$ cat src/rtl/hazard_ctrl_if.sv
// hazard_ctrl_if: hazard inputs from the datapath and forwarding/stall controls back to it
interface hazard_ctrl_if;
    logic [4:0]  regA1_D, regA2_D;
    logic [1:0]  Tuse_rs_D, Tuse_rt_D;
    logic [4:0]  regA1_E, regA2_E, regA2_M;
    logic [4:0]  regA3_E, regA3_M, regA3_W;
    logic [2:0]  Tnew_E, Tnew_M, Tnew_W;
    logic        md_start_D, md_div_D, md_use_D;
    logic [1:0]  regRD1Forward_D, regRD2Forward_D;
    logic [1:0]  regRD1Forward_E, regRD2Forward_E;
    logic        regRD2Forward_M;
    logic        stall;
    logic        md_busy;
    logic [31:0] stall_count;

    modport master (
        output regA1_D, regA2_D, Tuse_rs_D, Tuse_rt_D, regA1_E, regA2_E, regA2_M,
               regA3_E, regA3_M, regA3_W, Tnew_E, Tnew_M, Tnew_W,
               md_start_D, md_div_D, md_use_D,
        input  regRD1Forward_D, regRD2Forward_D, regRD1Forward_E, regRD2Forward_E,
               regRD2Forward_M, stall, md_busy, stall_count
    );

    modport slave (
        input  regA1_D, regA2_D, Tuse_rs_D, Tuse_rt_D, regA1_E, regA2_E, regA2_M,
               regA3_E, regA3_M, regA3_W, Tnew_E, Tnew_M, Tnew_W,
               md_start_D, md_div_D, md_use_D,
        output regRD1Forward_D, regRD2Forward_D, regRD1Forward_E, regRD2Forward_E,
               regRD2Forward_M, stall, md_busy, stall_count
    );
endinterface

$ cat src/rtl/hazard_ctrl.sv
// hazard_ctrl: forwarding selects, stall generation, MD busy window and stall counter
module hazard_ctrl #(
    parameter int MULT_CYCLES = 5,
    parameter int DIV_CYCLES  = 10
) (
    input logic         clk,
    input logic         reset,
    hazard_ctrl_if.slave hz
);
    logic [3:0]  mdCnt;
    logic [31:0] stallCnt;
    logic [3:0]  remE, remM, remW;
    logic        hazRs, hazRt, mdStall, stallInt;

    function automatic logic [3:0] remLat(input logic [2:0] tNew, input logic [3:0] stage);
        return ({1'b0, tNew} > stage) ? {1'b0, tNew} - stage : 4'd0;
    endfunction

    function automatic logic hit(input logic [4:0] a, input logic [4:0] dst);
        return (a != 5'd0) && (dst == a);
    endfunction

    function automatic logic [1:0] selD(input logic [4:0] a, input logic [4:0] e, input logic [4:0] m,
                                        input logic [4:0] w, input logic [3:0] rE, input logic [3:0] rM,
                                        input logic [3:0] rW);
        return hit(a, e) ? ((rE == 4'd0) ? 2'd1 : 2'd0) :
               hit(a, m) ? ((rM == 4'd0) ? 2'd2 : 2'd0) :
               hit(a, w) ? ((rW == 4'd0) ? 2'd3 : 2'd0) : 2'd0;
    endfunction

    function automatic logic [1:0] selE(input logic [4:0] a, input logic [4:0] m, input logic [4:0] w,
                                        input logic [3:0] rM, input logic [3:0] rW);
        return hit(a, m) ? ((rM == 4'd0) ? 2'd1 : 2'd0) :
               hit(a, w) ? ((rW == 4'd0) ? 2'd2 : 2'd0) : 2'd0;
    endfunction

    // W is never consulted: anything in W is already valid or forwardable
    function automatic logic hazD(input logic [4:0] a, input logic [1:0] tUse, input logic [4:0] e,
                                  input logic [4:0] m, input logic [3:0] rE, input logic [3:0] rM);
        return (tUse == 2'd3) ? 1'b0 :
               hit(a, e) ? (rE > {2'b00, tUse}) :
               hit(a, m) ? (rM > {2'b00, tUse}) : 1'b0;
    endfunction

    // combinational forwarding selects and stall
    always_comb begin
        remE     = remLat(hz.Tnew_E, 4'd1);
        remM     = remLat(hz.Tnew_M, 4'd2);
        remW     = remLat(hz.Tnew_W, 4'd3);
        hazRs    = hazD(hz.regA1_D, hz.Tuse_rs_D, hz.regA3_E, hz.regA3_M, remE, remM);
        hazRt    = hazD(hz.regA2_D, hz.Tuse_rt_D, hz.regA3_E, hz.regA3_M, remE, remM);
        mdStall  = hz.md_use_D && (mdCnt != 4'd0);
        stallInt = hazRs || hazRt || mdStall;
        hz.regRD1Forward_D = selD(hz.regA1_D, hz.regA3_E, hz.regA3_M, hz.regA3_W, remE, remM, remW);
        hz.regRD2Forward_D = selD(hz.regA2_D, hz.regA3_E, hz.regA3_M, hz.regA3_W, remE, remM, remW);
        hz.regRD1Forward_E = selE(hz.regA1_E, hz.regA3_M, hz.regA3_W, remM, remW);
        hz.regRD2Forward_E = selE(hz.regA2_E, hz.regA3_M, hz.regA3_W, remM, remW);
        hz.regRD2Forward_M = hit(hz.regA2_M, hz.regA3_W) && (remW == 4'd0);
        hz.stall       = stallInt;
        hz.md_busy     = mdCnt != 4'd0;
        hz.stall_count = stallCnt;
    end

    // MD busy window: loads only when the start actually leaves D; +1 covers the E cycle
    always_ff @(posedge clk or negedge reset) begin
        if (!reset)
            mdCnt <= 4'd0;
        else if (hz.md_start_D && !stallInt)
            mdCnt <= hz.md_div_D ? 4'(DIV_CYCLES + 1) : 4'(MULT_CYCLES + 1);
        else if (mdCnt != 4'd0)
            mdCnt <= mdCnt - 4'd1;
    end

    // saturating stall-cycle counter
    always_ff @(posedge clk or negedge reset) begin
        if (!reset)
            stallCnt <= 32'd0;
        else if (stallInt && stallCnt != 32'hFFFF_FFFF)
            stallCnt <= stallCnt + 32'd1;
    end
endmodule

$ cat src/flat_wrapper.sv
// flat-port wrapper written by rule: the top's interface ports become plain ports
module hazard_ctrl_flat 
#(
    parameter int MULT_CYCLES = 5,
    parameter int DIV_CYCLES  = 10
)
  (clk, reset, hz_regA1_D, hz_regA2_D, hz_Tuse_rs_D, hz_Tuse_rt_D, hz_regA1_E, hz_regA2_E, hz_regA2_M, hz_regA3_E, hz_regA3_M, hz_regA3_W, hz_Tnew_E, hz_Tnew_M, hz_Tnew_W, hz_md_start_D, hz_md_div_D, hz_md_use_D, hz_regRD1Forward_D, hz_regRD2Forward_D, hz_regRD1Forward_E, hz_regRD2Forward_E, hz_regRD2Forward_M, hz_stall, hz_md_busy, hz_stall_count);
  hazard_ctrl_if hz_i ();
  input logic clk;
  input logic reset;
  input wire logic [$bits(hz_i.regA1_D)-1:0] hz_regA1_D;
  input wire logic [$bits(hz_i.regA2_D)-1:0] hz_regA2_D;
  input wire logic [$bits(hz_i.Tuse_rs_D)-1:0] hz_Tuse_rs_D;
  input wire logic [$bits(hz_i.Tuse_rt_D)-1:0] hz_Tuse_rt_D;
  input wire logic [$bits(hz_i.regA1_E)-1:0] hz_regA1_E;
  input wire logic [$bits(hz_i.regA2_E)-1:0] hz_regA2_E;
  input wire logic [$bits(hz_i.regA2_M)-1:0] hz_regA2_M;
  input wire logic [$bits(hz_i.regA3_E)-1:0] hz_regA3_E;
  input wire logic [$bits(hz_i.regA3_M)-1:0] hz_regA3_M;
  input wire logic [$bits(hz_i.regA3_W)-1:0] hz_regA3_W;
  input wire logic [$bits(hz_i.Tnew_E)-1:0] hz_Tnew_E;
  input wire logic [$bits(hz_i.Tnew_M)-1:0] hz_Tnew_M;
  input wire logic [$bits(hz_i.Tnew_W)-1:0] hz_Tnew_W;
  input wire logic [$bits(hz_i.md_start_D)-1:0] hz_md_start_D;
  input wire logic [$bits(hz_i.md_div_D)-1:0] hz_md_div_D;
  input wire logic [$bits(hz_i.md_use_D)-1:0] hz_md_use_D;
  output wire logic [$bits(hz_i.regRD1Forward_D)-1:0] hz_regRD1Forward_D;
  output wire logic [$bits(hz_i.regRD2Forward_D)-1:0] hz_regRD2Forward_D;
  output wire logic [$bits(hz_i.regRD1Forward_E)-1:0] hz_regRD1Forward_E;
  output wire logic [$bits(hz_i.regRD2Forward_E)-1:0] hz_regRD2Forward_E;
  output wire logic [$bits(hz_i.regRD2Forward_M)-1:0] hz_regRD2Forward_M;
  output wire logic [$bits(hz_i.stall)-1:0] hz_stall;
  output wire logic [$bits(hz_i.md_busy)-1:0] hz_md_busy;
  output wire logic [$bits(hz_i.stall_count)-1:0] hz_stall_count;
  assign hz_i.regA1_D = hz_regA1_D;
  assign hz_i.regA2_D = hz_regA2_D;
  assign hz_i.Tuse_rs_D = hz_Tuse_rs_D;
  assign hz_i.Tuse_rt_D = hz_Tuse_rt_D;
  assign hz_i.regA1_E = hz_regA1_E;
  assign hz_i.regA2_E = hz_regA2_E;
  assign hz_i.regA2_M = hz_regA2_M;
  assign hz_i.regA3_E = hz_regA3_E;
  assign hz_i.regA3_M = hz_regA3_M;
  assign hz_i.regA3_W = hz_regA3_W;
  assign hz_i.Tnew_E = hz_Tnew_E;
  assign hz_i.Tnew_M = hz_Tnew_M;
  assign hz_i.Tnew_W = hz_Tnew_W;
  assign hz_i.md_start_D = hz_md_start_D;
  assign hz_i.md_div_D = hz_md_div_D;
  assign hz_i.md_use_D = hz_md_use_D;
  assign hz_regRD1Forward_D = hz_i.regRD1Forward_D;
  assign hz_regRD2Forward_D = hz_i.regRD2Forward_D;
  assign hz_regRD1Forward_E = hz_i.regRD1Forward_E;
  assign hz_regRD2Forward_E = hz_i.regRD2Forward_E;
  assign hz_regRD2Forward_M = hz_i.regRD2Forward_M;
  assign hz_stall = hz_i.stall;
  assign hz_md_busy = hz_i.md_busy;
  assign hz_stall_count = hz_i.stall_count;
  hazard_ctrl #(.MULT_CYCLES(MULT_CYCLES), .DIV_CYCLES(DIV_CYCLES)) u_core (.clk(clk), .reset(reset), .hz(hz_i));
endmodule
$ cat config.mk
export PLATFORM = sky130hd
export DESIGN_NAME = hazard_ctrl_flat
export DESIGN_NICKNAME = d
export VERILOG_FILES = /design/src/rtl/hazard_ctrl_if.sv /design/src/rtl/hazard_ctrl.sv /design/src/flat_wrapper.sv
export SDC_FILE = /design/constraint.sdc
export NUM_CORES = 1
export LEC_CHECK = 0
export BUFFER_PORTS_ARGS = -buffer_cell sky130_fd_sc_hd__buf_4
export CAP_MARGIN = 30
export CELL_PAD_IN_SITES_DETAIL_PLACEMENT = 1
export CELL_PAD_IN_SITES_GLOBAL_PLACEMENT = 1
export CORE_MARGIN = 2
export CORE_UTILIZATION = 33
export CTS_BUF_LIST = sky130_fd_sc_hd__clkbuf_4 sky130_fd_sc_hd__clkbuf_8 sky130_fd_sc_hd__clkbuf_16
export DETAILED_ROUTE_END_ITERATION = 12
export GPL_ROUTABILITY_DRIVEN = 0
export PLACE_DENSITY = 0.82
export SYNTH_ARGS = -nofsm -noshare
export SYNTH_HDL_FRONTEND = slang
export SYNTH_SLANG_ARGS = --single-unit
$ cat constraint.sdc
create_clock -name clk -period 3.2 [get_ports clk]
set_input_delay 0.8 -clock clk [delete_from_list [all_inputs] [get_ports clk]]
set_output_delay 0.8 -clock clk [all_outputs]
set_load 0.02 [all_outputs]
==> results of run 1 <==
## routing by layer
| layer | part of all wire [%] | vias to the layer above |
|---|---|---|
| met5 | 0 | - |
| met4 | 1.4 | 0 |
| met3 | 4.1 | 13 |
| met2 | 53 | 64 |
| met1 | 42 | 1386 |
| li1 | - | 1363 |
## worst reg2reg max path: cells and delay by family, from the launching register on
kind	cells	cell delay, ps
flops	1	460
simple gates	5	1420
buf+inv	1	270
xor+xnor	1	150
## final cells by class
type	count	area [um^2]
fill	1030	4550
multi-input combinational	267	1990
sequential	36	901
timing repair buffer	113	871
tap	108	135
clock buffer	6	82.6
inverter	11	46.3
clock inverter	2	10.0
## sequential cells by signal, indices dropped and copies added (netlist names)
signal                 cells
u_core.mdCnt               4
u_core.hz.stall_count     32
## cell usage in the layout (no fill, tap or decap), types with 2 or more instances in the layout
| master | synthesis | final |
|---|---|---|
| clkinv_2 | 0 | 2 |
| nand4_1 | 23 | 23 |
| buf_6 | 0 | 4 |
| nor2b_1 | 7 | 7 |
| nor2_2 | 1 | 2 |
| inv_4 | 0 | 2 |
| inv_1 | 11 | 9 |
| nor3_1 | 13 | 11 |
| nand3_1 | 19 | 19 |
| buf_4 | 0 | 108 |
| nor3_2 | 1 | 3 |
| xor2_1 | 34 | 34 |
| nand4b_1 | 2 | 2 |
| mux2_1 | 2 | 2 |
| mux2i_1 | 3 | 3 |
| dfrtp_1 | 36 | 36 |
| a21oi_1 | 10 | 9 |
| nor2_1 | 16 | 12 |
| or3_1 | 3 | 3 |
| or4_1 | 6 | 5 |
| nor2_4 | 0 | 3 |
| xnor2_1 | 51 | 51 |
| ha_1 | 13 | 10 |
| nand2_1 | 19 | 19 |
| and3_1 | 18 | 18 |
| o21ai_0 | 7 | 3 |
| clkbuf_8 | 0 | 6 |
| o21ai_1 | 0 | 3 |
| nor4_1 | 7 | 5 |
| ha_4 | 0 | 3 |
## logic make-up (layout without fill, tap and decap cells)
family | after synthesis | count (layout) | synth area share, %
and+or+nand+nor | 140 | 140 | 26.7
adders and majority gates | 13 | 13 | 5.62
xor gates and xnor gates | 85 | 85 | 25.7
buffers and inverters | 27 | 132 | 3.72
muxes | 5 | 5 | 1.82
DFF | 36 | 36 | 31.1
AOI/OAI and AO/OA | 24 | 24 | 5.23
## repair_timing
action                     4_1_cts  5_1_grt
setup endpoints to repair        5        5
pin swaps                       16        5
gates cloned                     0        0
gates resized for setup         20        9
buffers inserted                 1        0
## power by group through the flow
stage               clock network (mW)  logic (mW)  registers, mW
finish                           0.336       0.620          0.591
global route                     0.368       0.684          0.607
CTS                              0.348       0.625          0.594
detailed placement                   0       0.600          0.602
global placement                     0       0.569          0.596
floorplan                            0       0.301          0.636
## final timing paths
kind                                                          to  cells after the start
max reg2reg                u_core.hz.stall_count[27]$_DFFE_PN0P_                      7
max in group asynchronous  u_core.hz.stall_count[10]$_DFFE_PN0P_                      1
max                                                     hz_stall                     11
min                        u_core.hz.stall_count[26]$_DFFE_PN0P_                      1
min reg2reg                u_core.hz.stall_count[23]$_DFFE_PN0P_                      1
min in group clk           u_core.hz.stall_count[23]$_DFFE_PN0P_                      1
## per-stage QoR
stage / hold WS (ps) / area (um^2)
global placement: 479 / 3820
floorplan: 496 / 2910
CTS: 466 / 4010
global route: 488 / 4040
detailed placement: 495 / 3820
finish: 456 / 4040
==> out/results.txt, run 1 <==
GR Util All Layers - 19.2%
Top cells by count, synth - 51 x xnor2_1, 36 x dfrtp_1, 34 x xor2_1
Slowest Stage Delay on Critical Path - 210 ps
Hold_buf cts - 0
Clk sinks - 36
Placed wire-length estimate - 7.17 mm
Core area - 8590 um^2
Worst skew pair latency - 290 ps
Ys async rst share - 100%
Num CTS Buffers - 5
Largest net degree at the start of global routing - 37
Synth area leaders - dfrtp_1 31%, xnor2_1 15%, xor2_1 10%
Sequential Power Share - 38.2%
WP data required - 2400 ps
Total gr overflow - 0
Int Power - 0.991 mW
Post-layout util - 47.0%
Worst reg2reg setup slack - 820 ps
Final cell count without fillers - 543
Drt drc - 0
LEAKAGE - 1.88 nW
Switch share - 36.0%
Synth warnings - 0
Die area - 9530 um^2
Critical-path top delay cell - ha_4
Combinational group share of total power - 40.1%
Distinct cells, synth - 36
Slew headroom - 69.6%
Final Cycle Share - 98.5%
Vias in the first global route - 3080
Count leader, synth - xnor2_1
Worst Setup SP - hz_Tnew_E[1]
Seq cells post-synth - 36
I/O pin count - 101
Final Hold Fails - 0
PnR worst setup slack - 47.8 ps
Vias/cell - 5.20
Crit Path Category - in -> out
Port Buffers - 100
Post-synth top flop - dfrtp_1
Area share of the largest cell type after synthesis - 31.1%
Netlist Area Pre-Place - 2890 um^2
Row cnt - 34
Crit. End Element - primary output
Layout cells sized above 1 - 32.9%
Status - complete, no violations
Most used cell, CP - ha_4
Antenna violations before repair - 0
Synth Instances - 330
Setup TNS Final - 0 ps
Crit-path max FO - 2
Chip Width - 97.6 um
Cell taking the most area after synthesis - dfrtp_1
Global routing's busiest layer - met2
Crit path DAT - 2350 ps
Placed cell count - 534
Worst setup SP type - input pin
Global-route wire length before repair - 15.2 mm
Max Fclk - 317 MHz
Unrepaired setup endpoints after global routing - yes
IR drop worst, VDD - 0.000416 V
Clock power frac - 21.7%
Worst path cell trace - buf_8, inv_4, ha_4, nor2_4, ha_4, nor2b_1, o21ai_1, nand2_1, a32oi_2, o211ai_2, buf_6
Top delay family on crit path - compound AO/OA/AOI/OAI gates
Syn Nets - 401
Avg Inst Size Synth - 8.77 um^2
Switching Power - 0.556 mW
Clk buf depth - 2
P per Cell Area - 383 nW/um^2
Iter 0 DRT Violations - 50
Depth of the CTS H-tree - 2
R2R Path Start - u_core.hz.stall_count[9]$_DFFE_PN0P_
CTS tree - yes
Final-report max-slew violation count - 0
Die height - 97.6 um
Detailed Routing Iterations Pass 1 - 4
Post-route ant nets - 0
Fin nets - 505
Measured slew at the worst slew-check pin - 457 ps
Final setup vio count - 0
GRT met3 Usage - 3.17%
Routed wire length - 8.89 mm
EDFF count, synth - 0
Antenna cell count - 0
WL/cell - 16.4 um
Worst Path Buf+Inv - 3
Worst-path clk slew - 80 ps
Seq/Total Area, Yosys - 31.1%
Area Growth Syn to Fin - 39.6%
Clock Skew - 8.34 ps
Pre-CTS setup slack - -224 ps
Crit path time final - 3150 ps
Tot Pwr - 1.55 mW
CTS root buffer - clkbuf_8
Met2 global-route usage - 35.0%
Initial Util - 33.7%
Met1 Use GR - 23.4%
Via count - 2826
Worst Hold Class - in -> async
Total of max-cap violations - 0
No activity file was read; power rests on OpenSTA's default activity.
==> run 2, diff against run 1 <==
- BUFFER_PORTS_ARGS: -buffer_cell sky130_fd_sc_hd__buf_4 -> unset
- CORE_UTILIZATION: 33 -> 35
- CTS_BUF_LIST: sky130_fd_sc_hd__clkbuf_4 sky130_fd_sc_hd__clkbuf_8 sky130_fd_sc_hd__clkbuf_16 -> unset
- DONT_BUFFER_PORTS: unset -> 1
- PLACE_DENSITY: 0.82 -> 0.71
==> out/results.txt, run 2 (same netlist as run 1, synthesis figures left out) <==
Row cnt - 33
LEAKAGE - 1.41 nW
Final cell count without fillers - 441
Detailed Routing Iterations Pass 1 - 4
Placed cell count - 432
Core area - 8090 um^2
R2R Path Start - u_core.mdCnt[0]$_DFFE_PN0P_
Via count - 2491
WL/cell - 19.0 um
Crit path time final - 3200 ps
GR Util All Layers - 18.4%
Final Cycle Share - 99.9%
Largest net degree at the start of global routing - 37
Final Hold Fails - 0
Design Area, Final - 3330 um^2
Most frequent cells in the layout - 51 x xnor2_1, 36 x dfrtp_1, 34 x xor2_1
Die height - 94.9 um
Reg-to-Reg End - u_core.mdCnt[2]$_DFFE_PN0P_
Crit Path Category - in -> out
Crit-path max FO - 3
Worst path cell trace - ha_4, nor2_4, a21boi_2, or4_4, nor4_4, mux2i_1, nor2_2
Status - complete, no violations
Total of max-cap violations - 0
Top delay family on crit path - simple AND/OR/NAND/NOR gates
Placed wire-length estimate - 6.35 mm
Final-report max-slew violation count - 0
Antenna cell count - 0
I/O pin count - 101
Vias/cell - 5.65
Crit. End Element - primary output
Largest register FFs - 32
Clk sinks - 36
Commonest non-fill, non-tap cell in the layout - xnor2_1
Tot Pwr - 1.60 mW
Slowest Stage Delay on Critical Path - 530 ps
Post-DP Area - 3100 um^2
Worst Setup SP - hz_Tnew_W[0]
Worst skew pair latency - 290 ps
Drt drc - 0
Worst reg2reg setup slack - 710 ps
Clock Skew - 6.24 ps
Antenna violations before repair - 0
Slew headroom - 53.6%
Area Growth Syn to Fin - 15.1%
Die area - 9010 um^2
Chip Width - 94.9 um
Port Buffers - 0
CTS root buffer - clkbuf_8
Total gr overflow - 0
P per Cell Area - 481 nW/um^2
Critical-path top delay cell - or4_4
Worst Hold Class - in -> async
Worst setup SP type - input pin
Layout cells sized above 1 - 11.9%
Worst Path Buf+Inv - 0
Post-route ant nets - 0
Crit path DAT - 2400 ps
Num CTS Buffers - 5
Iter 0 DRT Violations - 42
Initial Util - 35.7%
CTS tree - yes
Fin nets - 406
Depth of the CTS H-tree - 2
Worst r2r path cells - 8
Worst-path clk slew - 80 ps
Final setup vio count - 0
Global-route wire length before repair - 13.0 mm
Unrepaired setup endpoints after global routing - yes
Measured slew at the worst slew-check pin - 690 ps
WP data required - 2400 ps
Routed wire length - 8.36 mm
Vias in the first global route - 2598
Max Fclk - 313 MHz
Clk buf depth - 2
IR drop worst, VDD - 0.000517 V
-- run 2: cell count changes in the layout (fill, tap and decap cells not counted), moves of 2 or more --
cell / delta
inv_1: +2
o21ai_1: -2
ha_1: +2
inv_4: -2
buf_4: -95
ha_4: -2
bufinv_16: +3
buf_6: -4
o21ai_0: +2
nor2_4: -2
clkinv_2: -2
-- run 2: how the worst max path moves through the flow --
stage	depth (start not counted)	end	slack, ps
2_1_floorplan	10	hz_stall	2
3_3_place_gp	7	hz_regRD1Forward_D[0]	-70
3_5_place_dp	8	hz_regRD2Forward_D[1]	-100
4_1_cts	8	hz_regRD2Forward_D[1]	1
5_1_grt	7	hz_regRD1Forward_D[0]	-100
6_report	7	hz_regRD1Forward_D[0]	4
-- run 2: power by group --
group / internal (mW) / switching [mW] / total [mW] / leakage [nW]
Combinational: 0.192 / 0.198 / 0.390 / 0.850
Sequential: 0.522 / 0.130 / 0.652 / 0.481
Clock: 0.390 / 0.169 / 0.559 / 0.0784
-- run 2: what timing repair did --
item,4_1_cts,5_1_grt
pin swaps,4,9
setup buffers,0,1
endpoints found under the setup margin,5,6
gates resized for setup,4,10
hold buffers,0,0
hold endpoints to repair,0,0
-- run 2: per-layer routing --
layer	wire length (um)	share of wire, %	global-route usage, %	vias up
li1	-	-	-	1162
met1	3240	39	21.1	1243
met2	4470	53	33.4	80
met3	597	7.1	5.51	6
met4	57	0.68	4.35	0
met5	0	0	0	-
-- run 2: layout make-up --
class                   instances  area, um^2
fillers                       929        4760
flip-flops and latches         36         901
repair buffers                 14         118
clock buffers                   5        68.8
inverters                      11        41.3
well taps                     105         131
multi-input cells             267        1980
clock inverters                 3        90.1
-- run 2: stage by stage --
step	utilization [%]	hold WS [ps]	TNS (ps)	setup slack (ps)
after CTS	40.4	185	0	1.47
final	41.1	198	0	4.26
after global placement	38.2	505	-157	-65.8
after global routing	41.1	174	-157	-100
after floorplan	-	496	0	1.92
after detailed placement	38.2	505	-309	-104
-- run 2: worst reg2reg max path: stages, from the launching register on --
cell and delay (ps):
dfrtp_1 420, inv_1 90, ha_1 170, or3b_1 550
a32oi_2 280, o211ai_4 200, buf_12 210, or2_4 250
a31o_1 220
